**src/rtl/sel_scan_pkg.sv**
```systemverilog
// Shared types and default widths for the select-decoder sweep/self-check block.
package sel_scan_pkg;

   localparam int unsigned SEL_W_DEF   = 2;
   localparam int unsigned DATA_W_DEF  = 4;
   localparam int unsigned DWELL_W_DEF = 4;

   typedef enum logic [1:0] {
      StIdle,
      StSettle,
      StDone
   } state_e;

endpackage

```
**src/rtl/sel_scan_ctrl_if.sv**
```systemverilog
// Bus between the sweep controller (master) and its host plus the decoder under test (slave).
interface sel_scan_ctrl_if #(
   parameter int unsigned SEL_W   = 2,
   parameter int unsigned DATA_W  = 4,
   parameter int unsigned DWELL_W = 4
);
   logic               start;
   logic [DWELL_W-1:0] dwell;
   logic [SEL_W-1:0]   sel;
   logic [DATA_W-1:0]  data;
   logic               busy;
   logic               done;
   logic               pass;
   logic [SEL_W:0]     err_count;
   logic [SEL_W-1:0]   first_err_sel;

   modport master (
      input  start, dwell, data,
      output sel, busy, done, pass, err_count, first_err_sel
   );

   modport slave (
      output start, dwell, data,
      input  sel, busy, done, pass, err_count, first_err_sel
   );
endinterface

```
**src/rtl/sel_dwell_timer.sv**
```systemverilog
// Loadable down-counter that stops at zero; sets how long each select code is held.
module sel_dwell_timer
   import sel_scan_pkg::*;
#(
   parameter int unsigned WIDTH = DWELL_W_DEF
) (
   input  logic             i_clk,
   input  logic             i_reset,
   input  logic             i_load,
   input  logic             i_dec,
   input  logic [WIDTH-1:0] i_load_val,
   output logic             o_zero
);

   logic [WIDTH-1:0] r_cnt;

   always_ff @(posedge i_clk) begin
      if (i_reset) begin
         r_cnt <= '0;
      end else if (i_load) begin
         r_cnt <= i_load_val;
      end else if (i_dec && (r_cnt != '0)) begin
         r_cnt <= r_cnt - WIDTH'(1);
      end
   end

   assign o_zero = (r_cnt == '0);

endmodule

```
**src/rtl/sel_scan_ctrl.sv**
```systemverilog
// Sweeps the decoder select through every code, compares the returned data against the
// zero-extended select and records mismatch count, first failing code and a pass flag.
module sel_scan_ctrl
   import sel_scan_pkg::*;
#(
   parameter int unsigned SEL_W   = SEL_W_DEF,
   parameter int unsigned DATA_W  = DATA_W_DEF,
   parameter int unsigned DWELL_W = DWELL_W_DEF
) (
   input logic             i_clk,
   input logic             i_reset,
   sel_scan_ctrl_if.master scan
);

   localparam logic [SEL_W-1:0] SelLast = '1;

   state_e             r_state, w_state_nxt;
   logic [SEL_W-1:0]   r_sel, w_sel_nxt;
   logic [DWELL_W-1:0] r_dwell, w_dwell_nxt;
   logic [SEL_W:0]     r_err, w_err_nxt;
   logic [SEL_W-1:0]   r_first, w_first_nxt;
   logic               r_pass, w_pass_nxt;

   logic               w_load, w_dec, w_zero, w_mismatch;
   logic [DWELL_W-1:0] w_load_val;

   sel_dwell_timer #(
      .WIDTH(DWELL_W)
   ) u_timer (
      .i_clk     (i_clk),
      .i_reset   (i_reset),
      .i_load    (w_load),
      .i_dec     (w_dec),
      .i_load_val(w_load_val),
      .o_zero    (w_zero)
   );

   assign w_mismatch = (scan.data != DATA_W'(r_sel));

   always_ff @(posedge i_clk) begin
      if (i_reset) begin
         r_state <= StIdle;
         r_sel   <= '0;
         r_dwell <= '0;
         r_err   <= '0;
         r_first <= '0;
         r_pass  <= 1'b0;
      end else begin
         r_state <= w_state_nxt;
         r_sel   <= w_sel_nxt;
         r_dwell <= w_dwell_nxt;
         r_err   <= w_err_nxt;
         r_first <= w_first_nxt;
         r_pass  <= w_pass_nxt;
      end
   end

   always_comb begin
      w_state_nxt = r_state;
      w_sel_nxt   = r_sel;
      w_dwell_nxt = r_dwell;
      w_err_nxt   = r_err;
      w_first_nxt = r_first;
      w_pass_nxt  = r_pass;
      w_load      = 1'b0;
      w_dec       = 1'b0;
      w_load_val  = r_dwell;

      unique case (r_state)
         StIdle: begin
            if (scan.start) begin
               w_state_nxt = StSettle;
               w_sel_nxt   = '0;
               w_dwell_nxt = scan.dwell;
               w_err_nxt   = '0;
               w_first_nxt = '0;
               w_pass_nxt  = 1'b0;
               w_load      = 1'b1;
               w_load_val  = scan.dwell;
            end
         end
         StSettle: begin
            if (!w_zero) begin
               w_dec = 1'b1;
            end else begin
               // Sample cycle: the counter has run out for the current code.
               if (w_mismatch) begin
                  w_err_nxt = r_err + (SEL_W+1)'(1);
                  if (r_err == '0) w_first_nxt = r_sel;
               end
               if (r_sel == SelLast) begin
                  w_state_nxt = StDone;
                  w_pass_nxt  = (w_err_nxt == '0);
               end else begin
                  w_sel_nxt = r_sel + SEL_W'(1);
                  w_load    = 1'b1;
               end
            end
         end
         StDone: begin
            w_state_nxt = StIdle;
         end
         default: begin
            w_state_nxt = StIdle;
         end
      endcase
   end

   assign scan.sel           = r_sel;
   assign scan.busy          = (r_state != StIdle);
   assign scan.done          = (r_state == StDone);
   assign scan.pass          = r_pass;
   assign scan.err_count     = r_err;
   assign scan.first_err_sel = r_first;

endmodule

```
**src/flat_wrapper.sv**
```systemverilog
// flat-port wrapper written by rule: the top's interface ports become plain ports
module sel_scan_ctrl_flat import sel_scan_pkg::*;
#(
   parameter int unsigned SEL_W   = SEL_W_DEF,
   parameter int unsigned DATA_W  = DATA_W_DEF,
   parameter int unsigned DWELL_W = DWELL_W_DEF
)
  (i_clk, i_reset, scan_start, scan_dwell, scan_data, scan_sel, scan_busy, scan_done, scan_pass, scan_err_count, scan_first_err_sel);
  sel_scan_ctrl_if #(.SEL_W(SEL_W), .DATA_W(DATA_W), .DWELL_W(DWELL_W)) scan_i ();
  input logic i_clk;
  input logic i_reset;
  input wire logic [$bits(scan_i.start)-1:0] scan_start;
  input wire logic [$bits(scan_i.dwell)-1:0] scan_dwell;
  input wire logic [$bits(scan_i.data)-1:0] scan_data;
  output wire logic [$bits(scan_i.sel)-1:0] scan_sel;
  output wire logic [$bits(scan_i.busy)-1:0] scan_busy;
  output wire logic [$bits(scan_i.done)-1:0] scan_done;
  output wire logic [$bits(scan_i.pass)-1:0] scan_pass;
  output wire logic [$bits(scan_i.err_count)-1:0] scan_err_count;
  output wire logic [$bits(scan_i.first_err_sel)-1:0] scan_first_err_sel;
  assign scan_i.start = scan_start;
  assign scan_i.dwell = scan_dwell;
  assign scan_i.data = scan_data;
  assign scan_sel = scan_i.sel;
  assign scan_busy = scan_i.busy;
  assign scan_done = scan_i.done;
  assign scan_pass = scan_i.pass;
  assign scan_err_count = scan_i.err_count;
  assign scan_first_err_sel = scan_i.first_err_sel;
  sel_scan_ctrl #(.SEL_W(SEL_W), .DATA_W(DATA_W), .DWELL_W(DWELL_W)) u_core (.i_clk(i_clk), .i_reset(i_reset), .scan(scan_i));
endmodule
```
**config.mk**
```make
export PLATFORM = sky130hd
export DESIGN_NAME = sel_scan_ctrl_flat
export DESIGN_NICKNAME = d
export VERILOG_FILES = /design/src/rtl/sel_scan_pkg.sv /design/src/rtl/sel_scan_ctrl_if.sv /design/src/rtl/sel_dwell_timer.sv /design/src/rtl/sel_scan_ctrl.sv /design/src/flat_wrapper.sv
export SDC_FILE = /design/constraint.sdc
export NUM_CORES = 1
export LEC_CHECK = 0
export CORE_AREA = 2 2 45 47
export CTS_CLUSTER_DIAMETER = 200
export DETAILED_ROUTE_END_ITERATION = 8
export DIE_AREA = 0 0 47 49
export GPL_TIMING_DRIVEN = 0
export PLACE_DENSITY = 0.81
export SLEW_MARGIN = 20
export SYNTH_ARGS = -nofsm -noshare
export SYNTH_HDL_FRONTEND = slang
export SYNTH_SLANG_ARGS = --single-unit
```
**constraint.sdc**
```tcl
create_clock -name i_clk -period 4.9 [get_ports i_clk]
set_input_delay 0.735 -clock i_clk [delete_from_list [all_inputs] [get_ports i_clk]]
set_output_delay 0.735 -clock i_clk [all_outputs]
set_load 0.02 [all_outputs]
```
# --- Word level (Yosys, flattened, before mapping) ---
# Cells that the tools add are included.
totals:
  word_cells: 66
  register_bits: 18
op_classes:
  muxes: 32
  eq_ne: 10
  n_reduce_logical: 14
  add_sub_neg: 3
ops:
  columns: ["operator", "count"]
  rows:
  - ["$mux 2", 9]
  - ["$mux 4", 4]
  - ["$mux 3", 5]
  - ["$pmux 2 s2", 3]
  - ["$mux 1", 8]
  - ["$ne 2x1->1 const B", 4]
  - ["$reduce_and 4->1", 2]
  - ["$logic_not 3->1", 2]
  - ["$pmux 3 s2", 1]
  - ["$reduce_and 3->1", 2]
  - ["$reduce_bool 2->1", 3]
  - ["$reduce_and 5->1", 1]
  - ["$eq 2x2->1 const B", 2]
  - ["$logic_not 4->1", 1]
  - ["$ne 2x2->1 const B", 2]
  - ["$ne 4x2->1", 1]
  - ["$pmux 1 s2", 2]
  - ["$reduce_bool 4->1", 1]
  - ["$sub 4x1->4 const B", 1]
  - ["$add 3x1->3 const B", 1]
  - ["$add 2x1->2 const B", 1]
  - ["$eq 2x1->1 const B", 1]
  - ["$logic_not 2->1", 1]
  - ["$logic_and 1x1->1", 1]

# --- Longest topological paths before layout ---
depth:
  ltp_word: 8
  ltp_mapped: 6
  ltp_nobuf: 6

# --- Hierarchy ---
# Synthesis repeated with hierarchy kept, for this count alone.
hier_totals:
  hier_cells: 117
  hier_area_um2: 1041.0
by_module_without_submodules:
  columns: ["mod", "seq_area_each_um2", "cells_each", "area_per_inst_um2", "n_inst"]
  rows:
  - ["sel_scan_ctrl", 280.3, 88, 778.2, 1]
  - ["sel_dwell_timer", 80.1, 29, 262.8, 1]

# --- Worst setup path before layout ---
# OpenSTA, ideal clock, no wires.
synth_timing:
  path_kind: "in2reg"
  startpoint: "input scan_data[0]"
  endpoint: "register u_core.r_pass (netlist: u_core.scan.pass)"
  stages: 4
  setup_slack_ps: 2815
  arrival_time_ps: 1999
  setup_ps: 86
  n_path_buf: 0
  required_time_ps: 4814
  cell_sequence: "xor2_1 > or4_4 > or4_4 > a221oi_2"
synth_between:
  elab_chain_cells: 8
synth_rtl:
  columns: ["item", "line", "text"]
  rows:
  - ["start, declared", "flat_wrapper.sv:14", "input wire logic [$bits(scan_i.data)-1:0] scan_data;"]
  - ["$ne 4x2->1", "sel_scan_ctrl.sv:38", "assign w_mismatch = (scan.data != DATA_W'(r_sel));"]
  - ["$mux 3", "sel_scan_ctrl.sv:87", "if (w_mismatch) begin"]
  - ["$mux 3", "sel_scan_ctrl.sv:83", "if (!w_zero) begin"]
  - ["$mux 3", "sel_scan_ctrl.sv:69", "unique case (r_state)"]
  - ["$logic_not 3->1", "sel_scan_ctrl.sv:93", "w_pass_nxt = (w_err_nxt == '0);"]
  - ["$mux 1", "sel_scan_ctrl.sv:91", "if (r_sel == SelLast) begin"]
  - ["$mux 1", "sel_scan_ctrl.sv:83", null]
  - ["$pmux 1 s2", "sel_scan_ctrl.sv:69", null]
  - ["end signal, assigned", "sel_scan_ctrl.sv:54", "r_pass <= w_pass_nxt;"]
  - ["end, declared", "sel_scan_ctrl.sv:22", "logic r_pass, w_pass_nxt;"]
# No other way between the ends. The select of a mux whose other input is x is not followed.
# A chain may end at the register's enable or synchronous reset.

# --- Final worst setup path ---
# Ends and elaborated chain as after synthesis.

==> flow_metrics.py <==
metrics = {
    "drt": {
        "wl_per_cell_um": 13.3,
        "antenna_left": 0,
        "drt-initial-drc-count": 14,
        "firstDrtPassIters": 4,
        "num_vias": 819,
        "vias_per_cell": 5.46,
        "wirelength_um": 2000,
        "drc": 0,
    },
    "clocking": {
        "path_clk_slew_ns": 0.11,
        "cts_hold_buf": 0,
        "cts-htree-levels": 1,
        "cts_tree": "yes",
        "cts-root-buf": "clkbuf_4",
        "numCtsBuffers": 3,
        "clock_latency_ns": 0.30,
        "post_cts_resized": 0,
        "cts_buffer_depth": 2,
        "cts_setup_buffers": 0,
        "cts.sinks": 18,
    },
    "placement": {
        "placed_area_um2": 1140,
        "place_ws_ns": 2.30,
        "io_buffers": 19,
        "dp_cells": 146,
        "hpwl_um": 1440,
        "gp_congestion": 0.782,
    },
    "synth": {
        "synthFlopType": "dfxtp_1",
        "synth-edff-count": 0,
        "ys_ff_latch": 18,
        "synth_area_um2": 913,
        "synth_cells": 100,
        "syn-num-nets": 115,
        "syn_avg_cell_area_um2": 9.13,
        "seq_area_frac_synth_pct": 39.5,
        "yosysWarnings": 0,
        "synth_top_cell_area_share_pct": 39.5,
        "synthTopCellsByArea": "dfxtp_1 39%, ha_1 5.5%, nor2b_1 4.8%",
        "yosysTopAreaCell": "dfxtp_1",
        "async_flop_share_pct": 0,
        "synth.distinct_cells": 32,
    },
    "power": {
        "p_switching_w": 0.000146,
        "pwr-share-comb_pct": 35.9,
        "leakage_nw": 0.437,
        "power_density_nw_per_um2": 365,
        "p_sw_share_pct": 34.1,
        "max-vdd-ir-drop_uv": 197,
        "clockPowerShare_pct": 21.7,
        "pwr-share-seq_pct": 42.4,
        "p_int_w": 0.000282,
    },
    "final_layout": {
        "fin_util_pct": 63.7,
        "area_growth_pct": 28.5,
        "layout_common_cells": "19 x clkdlybuf4s50_1, 18 x dfxtp_1, 9 x nor2_1",
        "fin_area_um2": 1170,
        "final_cell_count_no_fill": 150,
        "drive_gt1_share_pct": 9.76,
        "final_common_cell": "clkdlybuf4s50_1",
        "nNetsFinal": 139,
        "antenna_cells": 0,
    },
    "setup_path": {
        "cp-start-kind": "primary input",
        "r2r-end": "u_core.u_timer.r_cnt[3]",
        "worstPathRequired_ns": 5.12,
        "arrival_ns": 2.49,
        "rr_startpoint": "u_core.u_timer.r_cnt[0]",
        "cp_top_family": "simple AND/OR/NAND/NOR gates",
        "worstSetupPathType": "in -> reg",
        "cp_slowest_cell": "or4_4",
        "slowest_delay_ns": 0.53,
        "worst_r2r_path_depth": 6,
        "r2r_slack_ns": 2.97,
        "cp_max_fo": 5,
        "crit_path_end_kind": "register",
        "crit_buf_inv": 1,
        "crit_chain": "clkdlybuf4s50_1 > xor2_1 > or4_4 > or4_4 > a221oi_2",
        "cp_common_cell": "or4_4",
    },
    "floorplanning": {
        "core_area_um2": 1840,
        "start_util_pct": 49.6,
        "ios": 21,
        "rows": 16,
        "die-width_um": 47,
        "die_h_um": 49,
        "dieArea_um2": 2300,
    },
    "sta": {
        "skew_ns": 0.00351,
        "rsz0062_at_grt": "no",
        "fin_crit_sh_pct": 46.4,
        "final-setup-viol-count": 0,
        "maxSlewHeadroom_pct": 49.7,
        "timing.fmax_mhz": 440,
        "tightestPinTransition_ns": 0.752,
        "slew_violations": 0,
        "fin_tns_setup_ns": 0,
        "hold_viol": 0,
        "setup_ws_ns": 2.63,
        "fin_crit_ns": 2.27,
    },
    "min_path": {
        "holdPathStages": 2,
        "hp-start": "u_core.scan.pass",
        "holdPathEnd": "u_core.scan.pass",
        "min_path_type": "reg -> reg",
    },
    "status": {
        "status": "finished clean",
    },
    "global_routing": {
        "track_usage_pct": 19.8,
        "grt_pass1_vias": 784,
        "overflow": 0,
        "antenna_found_initial": 0,
        "grt_max_degree": 11,
        "grt_pass1_wl_um": 3420,
    },
    "run": {
        "cap_violations": 0,
    },
}
cell type report:
| class | count | area [um^2] |
|---|---|---|
| fillers | 170 | 668 |
| multi-input cells | 73 | 519 |
| flip-flops and latches | 18 | 360 |
| repair buffers | 19 | 190 |
| clock buffers | 4 | 36.3 |
| well taps | 27 | 33.8 |
| inverters | 7 | 26.3 |
| plain buffers | 2 | 7.51 |
worst register-to-register path: cells and delay by family (launching register included):
family	cells	cell delay, ns
AOI/OAI and AO/OA	2	0.96
adders and majority gates	1	0.23
buffers and inverters	1	0.07
DFF	1	0.35
and+or+nand+nor	2	0.21
flip-flops by register name, indices dropped and copies added, names as in the netlist:
register and count:
u_core.r_dwell 4, u_core.scan.first_err_sel 2, u_core.u_timer.r_cnt 4, u_core.scan.err_count 3, u_core.r_state 2, u_core.scan.sel 2
u_core.scan.pass 1
cell usage after synthesis (2+ instances only):
master / instances
dfxtp_1: 18
nor2_1: 9
a21oi_1: 7
inv_1: 7
nor2b_1: 7
nand2_1: 5
a211oi_1: 4
ha_1: 4
mux2i_1: 4
nand3_1: 4
xor2_1: 4
a32o_1: 2
nor3_1: 2
o211ai_1: 2
o21ai_0: 2
or4_4: 2
xnor2_1: 2
power by group through the flow:
stage                     clock network [W]  logic [W]  registers [W]
final                             0.0000929   0.000154       0.000181
after floorplan                           0   0.000106       0.000186
after CTS                         0.0000945   0.000153       0.000181
after detailed placement                  0   0.000151       0.000185
after global routing              0.0000992   0.000170       0.000184
after global placement                    0   0.000146       0.000183
routing by layer:
| layer | wire [um] | up-vias | GRT usage, % |
|---|---|---|---|
| li1 | - | 408 | - |
| met1 | 883 | 386 | 24.7 |
| met2 | 1020 | 21 | 33.1 |
| met3 | 71 | 4 | 2.59 |
| met4 | 31 | 0 | 7.87 |
| met5 | 0 | - | 0 |
logic make-up (layout without fill, tap and decap cells):
kind of cell | count (synthesis) | count (layout) | synth area share (%)
flops | 18 | 18 | 39.5
buf+inv | 9 | 32 | 3.70
xor+xnor | 6 | 6 | 5.75
mux | 5 | 5 | 5.62
fa+ha+maj | 4 | 4 | 5.48
simple gates | 36 | 36 | 22.5
compound gates | 22 | 22 | 17.5
worst max path at each step:
stage,startpoint,to,slack [ns],cells past startpoint
after global placement,scan_data[0],u_core.scan.pass,2.35,5
after detailed placement,scan_start,u_core.u_timer.r_cnt[3],2.30,5
final,scan_data[0],u_core.scan.pass,2.63,5
after CTS,scan_start,u_core.u_timer.r_cnt[3],2.62,5
after floorplan,scan_data[0],u_core.scan.pass,2.81,4
after global routing,scan_start,u_core.u_timer.r_cnt[3],2.53,5
metrics by stage:
stage	hold WS (ns)	power, W
after global routing	0.512	0.000454
after CTS	0.490	0.000428
after global placement	0.464	0.000329
after floorplan	0.449	0.000292
after detailed placement	0.463	0.000336
final	0.488	0.000428
(Power assumes the default switching activity.)
